## src/rtl/vga_plot_arbiter.sv

```systemverilog
// Purpose : shares the vga_adapter pixel-write port between the clean (0) and draw_box (1) engines.
// Latency : grant 1 cycle after request is sampled; accepted pixel appears on x/y/col/plot 1 cycle later.
// Backpressure: request/grant handshake, round-robin with a burst limit; off-screen pixels are dropped and counted.
//
// Ports:
//   clk, resetn                      clock, asynchronous active-low reset
//   req0/1, pix_valid0/1             level request per engine, pixel offered this cycle
//   x0/1, y0/1, col0/1               pixel offered by each engine
//   gnt0, gnt1                       registered ownership grant, never both high
//   x_out, y_out, col_out, plot      registered pixel write to the adapter, plot is a 1-cycle pulse
//   busy                             arbiter is granting or switching
//   drop_cnt                         saturating count of clipped pixels since reset
module vga_plot_arbiter #(
    parameter int X_W       = 8,
    parameter int Y_W       = 7,
    parameter int COL_W     = 3,
    parameter int X_MAX     = 160,
    parameter int Y_MAX     = 120,
    parameter int BURST_MAX = 64
) (
    input  logic             clk,
    input  logic             resetn,
    input  logic             req0,
    input  logic             req1,
    input  logic             pix_valid0,
    input  logic             pix_valid1,
    input  logic [X_W-1:0]   x0,
    input  logic [X_W-1:0]   x1,
    input  logic [Y_W-1:0]   y0,
    input  logic [Y_W-1:0]   y1,
    input  logic [COL_W-1:0] col0,
    input  logic [COL_W-1:0] col1,
    output logic             gnt0,
    output logic             gnt1,
    output logic [X_W-1:0]   x_out,
    output logic [Y_W-1:0]   y_out,
    output logic [COL_W-1:0] col_out,
    output logic             plot,
    output logic             busy,
    output logic [7:0]       drop_cnt
);

    localparam int CNT_W = $clog2(BURST_MAX) + 1;
    localparam int XW1   = X_W + 1;
    localparam int YW1   = Y_W + 1;

    localparam logic [CNT_W-1:0] BURST_LIM = CNT_W'(BURST_MAX);
    // One extra bit so a limit equal to 2**X_W (or 2**Y_W) still compares correctly.
    localparam logic [X_W:0]     X_LIM     = XW1'(X_MAX);
    localparam logic [Y_W:0]     Y_LIM     = YW1'(Y_MAX);

    typedef enum logic [1:0] {IDLE, GRANT0, GRANT1, SWITCH} state_t;

    state_t             state_q;
    logic               gnt0_q, gnt1_q;
    logic               last_q;      // 1: requester 1 owned the port last
    logic [CNT_W-1:0]   burst_q;
    logic [CNT_W-1:0]   burst_d;
    logic [X_W-1:0]     x_out_q;
    logic [Y_W-1:0]     y_out_q;
    logic [COL_W-1:0]   col_out_q;
    logic               plot_q;
    logic [7:0]         drop_q;

    logic               sel1;
    logic               acc;
    logic               on_screen;
    logic               own_req;
    logic               oth_req;
    logic               leave;
    logic               want0;
    logic [X_W-1:0]     px;
    logic [Y_W-1:0]     py;
    logic [COL_W-1:0]   pc;

    always_comb begin
        sel1      = (state_q == GRANT1);
        acc       = ((state_q == GRANT0) && pix_valid0) || ((state_q == GRANT1) && pix_valid1);
        px        = sel1 ? x1   : x0;
        py        = sel1 ? y1   : y0;
        pc        = sel1 ? col1 : col0;
        on_screen = ({1'b0, px} < X_LIM) && ({1'b0, py} < Y_LIM);
        own_req   = sel1 ? req1 : req0;
        oth_req   = sel1 ? req0 : req1;

        // Count saturates so a lone requester keeps the grant indefinitely.
        burst_d = burst_q;
        if (acc && (burst_q != BURST_LIM)) begin
            burst_d = burst_q + CNT_W'(1);
        end

        // The limit is judged on the count including this cycle's accept,
        // so a burst never exceeds BURST_MAX pixels while the other side waits.
        leave = !own_req || ((burst_d == BURST_LIM) && oth_req);

        // Same choice from IDLE and SWITCH: the requester that did not own last wins contention.
        want0 = req0 && (last_q || !req1);
    end

    always_ff @(posedge clk or negedge resetn) begin
        if (!resetn) begin
            state_q   <= IDLE;
            gnt0_q    <= 1'b0;
            gnt1_q    <= 1'b0;
            last_q    <= 1'b1;
            burst_q   <= '0;
            x_out_q   <= '0;
            y_out_q   <= '0;
            col_out_q <= '0;
            plot_q    <= 1'b0;
            drop_q    <= '0;
        end else begin
            plot_q <= acc && on_screen;
            if (acc && on_screen) begin
                x_out_q   <= px;
                y_out_q   <= py;
                col_out_q <= pc;
            end
            if (acc && !on_screen && (drop_q != 8'hFF)) begin
                drop_q <= drop_q + 8'd1;
            end

            case (state_q)
                GRANT0, GRANT1: begin
                    burst_q <= burst_d;
                    if (leave) begin
                        last_q  <= sel1;
                        gnt0_q  <= 1'b0;
                        gnt1_q  <= 1'b0;
                        // SWITCH gives one dead cycle so the last plot pulse drains.
                        state_q <= oth_req ? SWITCH : IDLE;
                    end
                end
                default: begin
                    burst_q <= '0;
                    if (want0) begin
                        state_q <= GRANT0;
                        gnt0_q  <= 1'b1;
                    end else if (req1) begin
                        state_q <= GRANT1;
                        gnt1_q  <= 1'b1;
                    end else begin
                        state_q <= IDLE;
                    end
                end
            endcase
        end
    end

    assign gnt0     = gnt0_q;
    assign gnt1     = gnt1_q;
    assign x_out    = x_out_q;
    assign y_out    = y_out_q;
    assign col_out  = col_out_q;
    assign plot     = plot_q;
    assign busy     = (state_q != IDLE);
    assign drop_cnt = drop_q;

endmodule

```

## config.mk

```make
export PLATFORM = sky130hd
export DESIGN_NAME = vga_plot_arbiter
export DESIGN_NICKNAME = d
export VERILOG_FILES = /design/src/rtl/vga_plot_arbiter.sv
export SDC_FILE = /design/constraint.sdc
export NUM_CORES = 1
export LEC_CHECK = 0
export BUFFER_PORTS_ARGS = -buffer_cell sky130_fd_sc_hd__buf_2
export CAP_MARGIN = 10
export CELL_PAD_IN_SITES_DETAIL_PLACEMENT = 1
export CELL_PAD_IN_SITES_GLOBAL_PLACEMENT = 2
export CORE_AREA = 5 5 90 92
export CTS_CLUSTER_SIZE = 14
export DETAILED_ROUTE_END_ITERATION = 6
export DIE_AREA = 0 0 95 97
export PLACE_DENSITY_LB_ADDON = 0.1
export SLEW_MARGIN = 5
export SYNTH_ARGS = -nofsm -noshare
export SYNTH_HDL_FRONTEND = slang
export SYNTH_SLANG_ARGS = --single-unit
```

## constraint.sdc

```tcl
create_clock -name clk -period 2.95 [get_ports clk]
set_input_delay 0.1475 -clock clk [delete_from_list [all_inputs] [get_ports clk]]
set_output_delay 0.1475 -clock clk [all_outputs]
set_load 0.1 [all_outputs]
```

==> reports/results.txt <==
status -> finished with violations
failing checks -> negative hold slack
port buffer count -> 71
Vias per Instance -> 4.680
Max Fclk -> 388.9 MHz
Top FF cell, synth -> dfrtp_1
delay-heaviest family, CP -> compound AO/OA/AOI/OAI gates
CTS sink cnt -> 39
Slew Limit Fails -> 0
setup bufs post-CTS -> 0
Worst Setup EP -> drop_cnt[1]$_DFFE_PN0P_
most common cell in the netlist -> dfrtp_1
starting density of the core -> 29.37%
number of synthesized flops with an enable pin -> 0
Syn Area/Cell -> 10.32 µm²
pre-CTS setup slack -> 0.3563 ns
Final ANT Viol Nets -> 0
Die ar. -> 9215 µm²
final net count -> 323
crit path buf inv count -> 2
CTS Buf Count -> 5
CP Class -> reg -> reg
#FFs+latches synth -> 39
via count -> 1755
worst setup margin -> 0.3788 ns
final worst path period need -> 2.571 ns
Hold Slack -> -0.03300 ns
Routed WL per cell -> 14.26 µm
io pins -> 72
R2R Path End -> drop_cnt[1]$_DFFE_PN0P_
CP max-delay cell -> a311oi_4
DRC Markers -> 0
Post-DP HPWL -> 4047 µm
Post-synth ARST share -> 100.0%
clock slew at reported path FFs -> 0.09 ns
fin crit share -> 87.16%
First-pass DRT Iterations -> 4
gr usage total -> 12.36%
Layout fillers -> 863
Slew @ Worst Pin -> 0.9132 ns
worst-path maximum fanout -> 26
clk root buf -> clkbuf_8
num rows -> 31
RSZ-0062 raised after global routing -> false
first-pass GRT wire length -> 9011 µm
skew final -> 0.01141 ns
Hold-fix buffers, CTS -> 0
startpoint types -> flip-flop
Reg2Reg Depth -> 8
WP depth -> 8
crit path launch -> state_q[0]$_DFFE_PN0P_
Core ar. -> 7137 µm²
CP Capture Type -> flip-flop
1st-iter DRT viols -> 39
routed wire length -> 5346 µm
area fraction of the dominant cell type after synthesis -> 45.37%
Layout area overhead -> 26.98%
Die Y-Extent -> 97 µm
Post-Synthesis Cells -> 203
CTS tree -> yes
post-synth cell types -> 39
Net Count, Synth -> 251
Worst EP required -> 3.12 ns
Non-Filler Instances -> 375
area leader, netlist -> dfrtp_1
TNS Setup -> 0 ns
worst skew pair latency -> 0.29 ns
Area contributors post-synth -> dfrtp_1 (45%), mux2i_1 (10%), nor2_1 (6.1%)
Synthesis Warnings -> 0
antenna cells -> 0
number of setup violations in the final report -> 0
maximum clock path buffer count -> 2
critical path's largest stage delay -> 0.40 ns
cts repair resizes -> 0
Max-Slew Margin vs Limit -> 39.12%
final hold viol count -> 14
max cap viols -> 0
register area share after synthesis -> 46.63%
Arr. time, crit path -> 2.74 ns
grt ovf -> 0
Reg-to-Reg Start -> state_q[0]$_DFFE_PN0P_
largest net degree at the start of global routing -> 40
antenna violations before repair -> 0
die width -> 95 µm
Hold WC Path Type -> in -> async
H-tree Lvls -> 2
R2R setup slack -> 0.38 ns
top post-synthesis cells by count -> dfrtp_1 (38), nor2_1 (34), a21oi_1 (21), mux2i_1 (21), xnor2_1 (9)
CP cell instances -> inv_1, ha_1, buf_4, mux2i_1, a211oi_2, nor3_1, a311oi_4, mux2_1
vias in the first global route -> 1851
mapped cell area -> 2096 µm²
Placed Cells -> 367
RePlAce Congestion -> 0.6989
share of cells above drive strength 1 -> 32.25%
## per-stage QoR
step	area (µm²)	utilization [%]
after floorplan	2096	-
after global placement	2544	35.64
after detailed placement	2544	35.64
after CTS	2661	37.29
after global routing	2661	37.29
final	2661	37.29
## worst reg2reg max path, cell delays in order (launching register included)
cell	delay, ns
dfrtp_1	0.39
inv_1	0.10
ha_1	0.21
buf_4	0.36
mux2i_1	0.20
a211oi_2	0.28
nor3_1	0.15
a311oi_4	0.40
mux2_1	0.36
## sequential cells by signal, indices dropped and copies added, names as in the netlist
name      cells
gnt1          1
plot          1
col_out       3
gnt0          1
x_out         8
burst_q       7
y_out         7
drop_cnt      8
last_q        1
state_q       2
## per-layer routing
metal	global-route usage (%)	vias to the layer above	part of all wire (%)
met2	18.98	43	47
met4	3.330	0	1.3
li1	-	863	-
met1	16.00	843	45
met5	0	-	0
met3	4.965	6	6.8
## cell usage in the layout (no fill, tap or decap), types with 2 or more instances in the layout
master    instances
nand4_1           5
nor4_4            3
dfrtp_1          38
nor3_1            3
ha_1              6
nor2_1           34
nand2b_1          3
o21ai_1           2
o21ai_0           3
clkbuf_8          6
o211ai_1          3
and3_1            3
nand2_1           8
buf_2            71
xnor2_1           9
a31oi_1           3
buf_4             2
a21oi_1          21
inv_1             8
nand3_1           5
mux2i_1          21
## worst min path at each step
stage,slack [ns],cells past startpoint,from,endpoint
global placement,0.35,1,resetn,burst_q[5]$_DFF_PN0_
floorplan,-0.15,0,resetn,burst_q[0]$_DFF_PN0_
global route,0.06,1,resetn,burst_q[2]$_DFF_PN0_
detailed placement,0.35,1,resetn,burst_q[0]$_DFF_PN0_
finish,-0.03,1,resetn,burst_q[2]$_DFF_PN0_
CTS,0.02,1,resetn,gnt1$_DFFE_PN0P_
## cell families (layout without fill, tap and decap cells)
group / count (synthesis) / after routing / synth area share (%)
compound gates: 42 / 42 / 14.27
xor+xnor: 10 / 10 / 4.179
buf+inv: 16 / 89 / 3.642
fa+ha+maj: 6 / 6 / 3.582
simple gates: 68 / 68 / 17.13
flops: 39 / 39 / 46.63
mux: 22 / 22 / 10.57
## cell type report
type                    instances  area (µm²)  share of cell area [%]
clock buffers                   6       82.58                   3.103
clock inverters                 2       35.03                   1.316
inverters                       8       30.03                   1.128
multi-input cells             148        1042                   39.16
flip-flops and latches         39       977.2                   36.72
well taps                      99       123.9                   4.654
repair buffers                 73       370.4                   13.92
Power is not shown: default switching activity piles up to over one toggle a cycle in this logic, so the estimate is an artifact.
